$ cat src/rtl/data_upload_if.sv
// -----------------------------------------------------------------------------
// data_upload_if
// Bundles the SPI pins and the core RAM read port of the upload engine.
//   SPI side : sck, ss, sdi (controller -> engine), sdo (engine -> controller)
//   Window   : base, length (sampled by the engine at upload start)
//   RAM read : rd, a (engine -> RAM), din, din_valid (RAM -> engine)
//   Status   : uploading, count, underrun (engine -> core)
// The slave modport is the upload engine; the master modport is its
// environment (IO controller plus core RAM).
// -----------------------------------------------------------------------------
interface data_upload_if;
    logic        sck;
    logic        ss;
    logic        sdi;
    logic        sdo;
    logic [24:0] base;
    logic [24:0] length;
    logic        uploading;
    logic        rd;
    logic [24:0] a;
    logic [7:0]  din;
    logic        din_valid;
    logic [24:0] count;
    logic        underrun;

    modport slave (
        input  sck, ss, sdi, base, length, din, din_valid,
        output sdo, uploading, rd, a, count, underrun
    );

    modport master (
        output sck, ss, sdi, base, length, din, din_valid,
        input  sdo, uploading, rd, a, count, underrun
    );
endinterface

$ cat src/rtl/data_upload.sv
// -----------------------------------------------------------------------------
// data_upload
// SPI-slave file read-back engine. After a start command the IO controller
// clocks bytes out of a core RAM window. Bytes are prefetched one ahead via a
// rd / din_valid handshake and shifted out MSB-first on sdo. SPI pins are
// oversampled in the clk domain; nothing is clocked by sck.
// Ports:
//   clk    - system clock, the only clock
//   reset  - asynchronous, active-high; clears all state
//   bus    - data_upload_if.slave: SPI pins, RAM read port, status outputs
// Commands (first byte of a frame):
//   CMD_RX     - control byte follows; LSB 1 = start upload, 0 = end upload
//   CMD_RX_DAT - data frame; every following byte slot carries one upload byte
// -----------------------------------------------------------------------------
module data_upload #(
    parameter logic [7:0] CMD_RX     = 8'h56,
    parameter logic [7:0] CMD_RX_DAT = 8'h57,
    parameter logic [7:0] FILL       = 8'hFF
) (
    input  logic         clk,
    input  logic         reset,
    data_upload_if.slave bus
);
    typedef enum logic [1:0] {IDLE, REQ, WAIT, FULL} state_t;

    // sck: two sync flops, a third stage and one history flop for edge detect
    logic [3:0]  sck_pipe_reg;
    logic [1:0]  ss_pipe_reg;
    logic [1:0]  sdi_pipe_reg;

    state_t      state_reg;
    logic [4:0]  cnt_reg;
    logic [7:0]  shift_reg;
    logic [7:0]  cmd_reg;
    logic [7:0]  tx_reg;
    logic [7:0]  pbuf_reg;
    logic [7:0]  cur_reg;
    logic [24:0] ptr_reg;
    logic [24:0] remaining_reg;
    logic [24:0] count_reg;
    logic [24:0] a_reg;
    logic        sdo_reg;
    logic        uploading_reg;
    logic        rd_reg;
    logic        underrun_reg;
    logic        inflight_reg;
    logic [2:0]  drop_reg;

    logic        ss_s;
    logic        sdi_s;
    logic        rise;
    logic        fall;
    logic        ctrl_rise;
    logic        start_cmd;
    logic        end_cmd;
    logic        consume;
    logic        commit;
    logic        drop_rsp;
    logic        abandon;
    logic [7:0]  load_byte;

    // ---------------------------------------------------------------- sync
    always_ff @(posedge clk or posedge reset) begin
        if (reset) begin
            sck_pipe_reg <= '0;
            ss_pipe_reg  <= '1;
            sdi_pipe_reg <= '0;
        end else begin
            sck_pipe_reg <= {sck_pipe_reg[2:0], bus.sck};
            ss_pipe_reg  <= {ss_pipe_reg[0], bus.ss};
            sdi_pipe_reg <= {sdi_pipe_reg[0], bus.sdi};
        end
    end

    assign ss_s  = ss_pipe_reg[1];
    assign sdi_s = sdi_pipe_reg[1];
    assign rise  = sck_pipe_reg[2] & ~sck_pipe_reg[3];
    assign fall  = ~sck_pipe_reg[2] & sck_pipe_reg[3];

    // ---------------------------------------------------------------- decode
    // Start/end is decided on the last rise of the control byte; consume is
    // decided on the fall that opens a data byte, so the two never coincide.
    assign ctrl_rise = rise && !ss_s && (cnt_reg == 5'd15) && (cmd_reg == CMD_RX);
    assign start_cmd = ctrl_rise && sdi_s;
    assign end_cmd   = ctrl_rise && !sdi_s;
    assign consume   = fall && !ss_s && (cnt_reg == 5'd8) &&
                       (cmd_reg == CMD_RX_DAT) && uploading_reg;
    // A byte only counts once its last bit has been clocked by the controller.
    assign commit    = rise && !ss_s && (cnt_reg == 5'd15) &&
                       (cmd_reg == CMD_RX_DAT) && inflight_reg;

    // Responses to abandoned fetches are swallowed in arrival order so that a
    // stale din_valid can never land in pbuf of a later request.
    assign drop_rsp  = bus.din_valid && (drop_reg != 3'd0);
    assign abandon   = (start_cmd || end_cmd) && (state_reg == WAIT) &&
                       !(bus.din_valid && (drop_reg == 3'd0));

    // Byte presented at the start of each data slot. An unfinished byte (frame
    // aborted by ss, or the trailing fall at frame end) is replayed first, so
    // the next data frame resumes exactly where the controller stopped.
    always_comb begin
        load_byte = 8'h00;
        if ((cmd_reg == CMD_RX_DAT) && uploading_reg) begin
            if (inflight_reg) begin
                load_byte = cur_reg;
            end else if (remaining_reg == 25'd0) begin
                load_byte = 8'h00;
            end else if (state_reg == FULL) begin
                load_byte = pbuf_reg;
            end else begin
                load_byte = FILL;
            end
        end
    end

    // ---------------------------------------------------------------- engine
    always_ff @(posedge clk or posedge reset) begin
        if (reset) begin
            state_reg     <= IDLE;
            cnt_reg       <= '0;
            shift_reg     <= '0;
            cmd_reg       <= '0;
            tx_reg        <= '0;
            pbuf_reg      <= '0;
            cur_reg       <= '0;
            ptr_reg       <= '0;
            remaining_reg <= '0;
            count_reg     <= '0;
            a_reg         <= '0;
            sdo_reg       <= 1'b0;
            uploading_reg <= 1'b0;
            rd_reg        <= 1'b0;
            underrun_reg  <= 1'b0;
            inflight_reg  <= 1'b0;
            drop_reg      <= '0;
        end else begin
            // ---- SPI bit engine
            if (ss_s) begin
                cnt_reg <= '0;
                sdo_reg <= 1'b0;
            end else begin
                if (rise) begin
                    cnt_reg <= (cnt_reg == 5'd15) ? 5'd8 : cnt_reg + 5'd1;
                    if (cnt_reg < 5'd8) begin
                        shift_reg <= {shift_reg[6:0], sdi_s};
                        if (cnt_reg == 5'd7) begin
                            cmd_reg <= {shift_reg[6:0], sdi_s};
                        end
                    end
                end
                if (fall) begin
                    if (cnt_reg == 5'd8) begin
                        sdo_reg <= load_byte[7];
                        tx_reg  <= {load_byte[6:0], 1'b0};
                    end else begin
                        sdo_reg <= tx_reg[7];
                        tx_reg  <= {tx_reg[6:0], 1'b0};
                    end
                end
            end

            // ---- prefetch FSM
            rd_reg   <= 1'b0;
            drop_reg <= drop_reg - {2'b00, drop_rsp} + {2'b00, abandon};
            case (state_reg)
                IDLE: ;
                REQ: begin
                    rd_reg    <= 1'b1;
                    a_reg     <= ptr_reg;
                    state_reg <= WAIT;
                end
                WAIT: begin
                    if (bus.din_valid && (drop_reg == 3'd0)) begin
                        pbuf_reg  <= bus.din;
                        state_reg <= FULL;
                    end
                end
                FULL: ;
                default: state_reg <= IDLE;
            endcase

            // ---- consume at the opening fall of a data byte
            if (consume && !inflight_reg && (remaining_reg != 25'd0)) begin
                if (state_reg == FULL) begin
                    cur_reg       <= pbuf_reg;
                    ptr_reg       <= ptr_reg + 25'd1;
                    remaining_reg <= remaining_reg - 25'd1;
                    inflight_reg  <= 1'b1;
                    state_reg     <= (remaining_reg != 25'd1) ? REQ : IDLE;
                end else begin
                    underrun_reg  <= 1'b1;
                end
            end

            if (commit) begin
                count_reg    <= count_reg + 25'd1;
                inflight_reg <= 1'b0;
            end

            // ---- control commands override any fetch in progress
            if (start_cmd) begin
                ptr_reg       <= bus.base;
                remaining_reg <= bus.length;
                count_reg     <= '0;
                underrun_reg  <= 1'b0;
                uploading_reg <= 1'b1;
                inflight_reg  <= 1'b0;
                rd_reg        <= 1'b0;
                state_reg     <= (bus.length != 25'd0) ? REQ : IDLE;
            end
            if (end_cmd) begin
                uploading_reg <= 1'b0;
                inflight_reg  <= 1'b0;
                rd_reg        <= 1'b0;
                state_reg     <= IDLE;
            end
        end
    end

    assign bus.sdo       = sdo_reg;
    assign bus.uploading = uploading_reg;
    assign bus.rd        = rd_reg;
    assign bus.a         = a_reg;
    assign bus.count     = count_reg;
    assign bus.underrun  = underrun_reg;
endmodule

$ cat src/flat_wrapper.sv
// flat-port wrapper written by rule: the top's interface ports become plain ports
module data_upload_flat 
#(
    parameter logic [7:0] CMD_RX     = 8'h56,
    parameter logic [7:0] CMD_RX_DAT = 8'h57,
    parameter logic [7:0] FILL       = 8'hFF
)
  (clk, reset, bus_sck, bus_ss, bus_sdi, bus_base, bus_length, bus_din, bus_din_valid, bus_sdo, bus_uploading, bus_rd, bus_a, bus_count, bus_underrun);
  data_upload_if bus_i ();
  input  logic clk;
  input  logic reset;
  input wire logic [$bits(bus_i.sck)-1:0] bus_sck;
  input wire logic [$bits(bus_i.ss)-1:0] bus_ss;
  input wire logic [$bits(bus_i.sdi)-1:0] bus_sdi;
  input wire logic [$bits(bus_i.base)-1:0] bus_base;
  input wire logic [$bits(bus_i.length)-1:0] bus_length;
  input wire logic [$bits(bus_i.din)-1:0] bus_din;
  input wire logic [$bits(bus_i.din_valid)-1:0] bus_din_valid;
  output wire logic [$bits(bus_i.sdo)-1:0] bus_sdo;
  output wire logic [$bits(bus_i.uploading)-1:0] bus_uploading;
  output wire logic [$bits(bus_i.rd)-1:0] bus_rd;
  output wire logic [$bits(bus_i.a)-1:0] bus_a;
  output wire logic [$bits(bus_i.count)-1:0] bus_count;
  output wire logic [$bits(bus_i.underrun)-1:0] bus_underrun;
  assign bus_i.sck = bus_sck;
  assign bus_i.ss = bus_ss;
  assign bus_i.sdi = bus_sdi;
  assign bus_i.base = bus_base;
  assign bus_i.length = bus_length;
  assign bus_i.din = bus_din;
  assign bus_i.din_valid = bus_din_valid;
  assign bus_sdo = bus_i.sdo;
  assign bus_uploading = bus_i.uploading;
  assign bus_rd = bus_i.rd;
  assign bus_a = bus_i.a;
  assign bus_count = bus_i.count;
  assign bus_underrun = bus_i.underrun;
  data_upload #(.CMD_RX(CMD_RX), .CMD_RX_DAT(CMD_RX_DAT), .FILL(FILL)) u_core (.clk(clk), .reset(reset), .bus(bus_i));
endmodule
$ cat config.mk
export PLATFORM = sky130hd
export DESIGN_NAME = data_upload_flat
export DESIGN_NICKNAME = d
export VERILOG_FILES = /design/src/rtl/data_upload_if.sv /design/src/rtl/data_upload.sv /design/src/flat_wrapper.sv
export SDC_FILE = /design/constraint.sdc
export NUM_CORES = 1
export LEC_CHECK = 0
export ABC_CLOCK_PERIOD_IN_PS = 7050
export BUFFER_PORTS_ARGS = -buffer_cell sky130_fd_sc_hd__buf_2
export CELL_PAD_IN_SITES_DETAIL_PLACEMENT = 1
export CELL_PAD_IN_SITES_GLOBAL_PLACEMENT = 1
export CORE_MARGIN = 2
export CORE_UTILIZATION = 41
export DETAILED_ROUTE_END_ITERATION = 7
export PLACE_DENSITY_LB_ADDON = 0.25
export SLEW_MARGIN = 5
export SYNTH_ARGS = -nofsm -noshare
export SYNTH_HDL_FRONTEND = slang
export SYNTH_SLANG_ARGS = --single-unit
$ cat constraint.sdc
create_clock -name clk -period 7.05 [get_ports clk]
set_input_delay 0.705 -clock clk [delete_from_list [all_inputs] [get_ports clk]]
set_output_delay 0.705 -clock clk [all_outputs]
set_load 0.01 [all_outputs]
==> summary.md <==
| Metric | Value |
|---|---|
| Status | `complete, no violations` |
| WL final | `23470 um` |
| Commonest non-fill, non-tap cell in the layout | `dfrtp_1` |
| Number of global-route vias before repair | `6896` |
| Tightest Pin Transition | `1062 ps` |
| Met2 routed WL | `11180 um` |
| Setup Fix Bufs, Post-CTS | `0` |
| Clock Sinks | `161` |
| Initial drt markers | `341` |
| Starting Density | `41.62%` |
| FF+latch count, synth | `161` |
| Clock-pin slew on the worst setup and hold paths | `70 ps` |
| Crit share post-route | `46.88%` |
| Root buffer cell | `clkbuf_16` |
| Peak supply drop | `0.1455 mV` |
| Die ar. | `20830 um2` |
| Area of the core | `19400 um2` |
| Fin. Hold Viols | `0` |
| Cells after Synth | `792` |
| HP Class | `flip-flop to flip-flop` |
| TritonCTS Buffers | `17` |
| Slew Limit Fails | `0` |
| FMAX | `0.3026 GHz` |
| HPWL after detailed placement | `16210 um` |
| Clock latency on the worst-skew pair | `430 ps` |
| CP Launch Type | `flip-flop` |
| Post-CTS Hold Buffers | `0` |
| Share of the synthesized area in the top cell type | `49.29%` |
| LEAKAGE | `4.375 nW` |
| Pin count of the biggest net entering global routing | `91` |
| Final setup vio count | `0` |
| Cts repair resizes | `0` |
| Async set-or-reset flop fraction in the synthesized netlist | `100.0%` |
| Setup TNS | `0 ps` |
| Diodes inserted | `0` |
| WP data required | `7390 ps` |
| DRT met1 WL | `11170 um` |
| Mean routed wirelength per cell | `19.90 um` |
| # IOs | `118` |
| Post-synth EDFFs | `0` |
| Power Density | `214.5 nW/um2` |
| Via density per instance | `5.737` |
| Max_cap viols | `0` |
| Commonest cells after routing, fill and taps aside | `159 x dfrtp_1, 117 x buf_2, 79 x nand2_1` |
| Sequential cell area | `4031 um2` |
| First-pass GRT wire length | `37370 um` |
| Antenna violations before repair | `0` |
| CTS H-tree lvls | `4` |
| Nets | `979` |
| Worst Skew | `12.30 ps` |
| Crit path DAT | `3650 ps` |
| Vias | `6764` |
| DR WL met3 | `873 um` |
| Die Span X | `144.3 um` |
| Port buffer count | `117` |
| GRT Residual Overflow | `0` |
| Synthesized Nets | `870` |
| Multi-input gate area | `3779 um2` |
| RSZ-0062 raised after global routing | `false` |
| Synth Flop Type | `dfrtp_1` |
| Row cnt | `51` |
| Top sig layer | `met4` |
| Critical path type | `flip-flop to flip-flop` |
| TritonCTS clock tree | `built` |
| Area growth syn-to-layout | `17.20%` |
| DR pass1 iterations | `5` |
| Synthesized cell area | `8073 um2` |
| Share of layout cells above drive strength 1 | `24.40%` |
| Synth area leaders | `dfrtp_1 49%, mux2_2 6.7%, nand2_1 3.7%, nor2_1 3.1%, xor2_1 2.3%` |
| Die height | `144.3 um` |
| Slew margin rel. | `28.89%` |
| Biggest area consumer among synthesized cells | `dfrtp_1` |
| Final cell utilization of the core | `48.77%` |
| DRC viols | `0` |
| # fillers | `2262` |
| Syn. warnings | `0` |
| All-layer global routing usage | `23.44%` |
| Clock Tree Buf Depth | `2` |
| Min Tclk post-route | `3305 ps` |
| Register area share after synthesis | `49.94%` |
| Crit. End Element | `flip-flop` |
| Synth Area per Inst | `10.19 um2` |
| Crit path max fanout | `21` |
| DRT antenna net count | `0` |
| Netlist cell types | `72` |
| Final Wtd Congestion | `0.7978` |
[per-layer routing]
metal	vias to the layer above	track usage, %
met5	-	0
met4	0	6.847
met3	23	3.940
met2	150	37.09
met1	3469	33.23
li1	3122	-
[final cells by class]
cell class              count  area share (%)
flip-flops and latches    161           42.61
multi-input cells         574           39.94
repair buffers            124           6.744
clock buffers              20           4.827
well taps                 265           3.504
clock inverters            12           1.415
inverters                  23          0.9654
[metrics by stage]
step | cell area [um2] | cells | setup WS, ps | hold slack (ps) | power (W)
global placement | 8871 | 1147 | 3897 | 335.8 | 0.001106
detailed placement | 8871 | 1147 | 3797 | 336.3 | 0.001112
global route | 9462 | 1179 | 3541 | 354.8 | 0.002106
floorplan | 8073 | 792 | 2000 | 331.2 | 0.001062
CTS | 9462 | 1179 | 3773 | 353.0 | 0.002052
finish | 9462 | 1179 | 3745 | 355.1 | 0.002029
[path summary, 6_finish.rpt]
check / startpoint / cells past startpoint / endpoint / slack, ps
min in group asynchronous: reset / 2 / u_core.bus.count[20]$_DFFE_PP0P_ / 410
max: u_core.sck_pipe_reg[2]$_DFF_PP0_ / 6 / u_core.ptr_reg[21]$_DFFE_PP0P_ / 3740
max reg2reg: u_core.sck_pipe_reg[2]$_DFF_PP0_ / 6 / u_core.ptr_reg[21]$_DFFE_PP0P_ / 3740
max in group asynchronous: reset / 3 / u_core.ptr_reg[18]$_DFFE_PP0P_ / 5150
min reg2reg: u_core.sdi_pipe_reg[0]$_DFF_PP0_ / 0 / u_core.sdi_pipe_reg[1]$_DFF_PP0_ / 360
min: u_core.sdi_pipe_reg[0]$_DFF_PP0_ / 0 / u_core.sdi_pipe_reg[1]$_DFF_PP0_ / 360
[report_power, final]
part	leakage (nW)	internal [W]	switching (W)	total [W]
registers	2.10	0.000957	0.0000283	0.000985
logic	1.99	0.0000500	0.0000581	0.000108
clock network	0.286	0.000542	0.000394	0.000936
[Yosys cell counts, types with 4 or more instances]
master,number
a211oi_1,6
a21oi_1,36
a222oi_1,6
a31oi_1,7
a41oi_1,4
and2_1,5
and3_1,16
and4_1,5
buf_2,7
buf_6,5
clkbuf_1,18
dfrtp_1,159
ha_1,13
inv_1,23
mux2_2,48
nand2_1,79
nand2b_1,4
nand3_1,36
nand4_1,25
nor2_1,66
nor2b_1,13
nor3_1,27
nor4_1,12
o211ai_1,11
o21a_1,14
o21ai_0,22
o21ai_1,9
o22ai_1,5
o32a_1,4
or3_1,11
or4_1,5
xnor2_1,6
xor2_1,21
[cell families after synthesis]
group	Yosys count	share of synthesized area, %
fa+ha+maj	14	2.263
flops	161	49.94
mux	51	7.068
xor+xnor	27	2.929
compound gates	152	12.66
simple gates	330	21.82
buf+inv	57	3.317
[critical path: stages, from the launching register on]
cell and delay (ps):
dfrtp_1 430, or4bb_1 570, nor4_4 260, and3_1 680, nand2_2 470, or4_1 620
a31oi_1 190
Note: power is estimated with default switching activity, not from simulation.
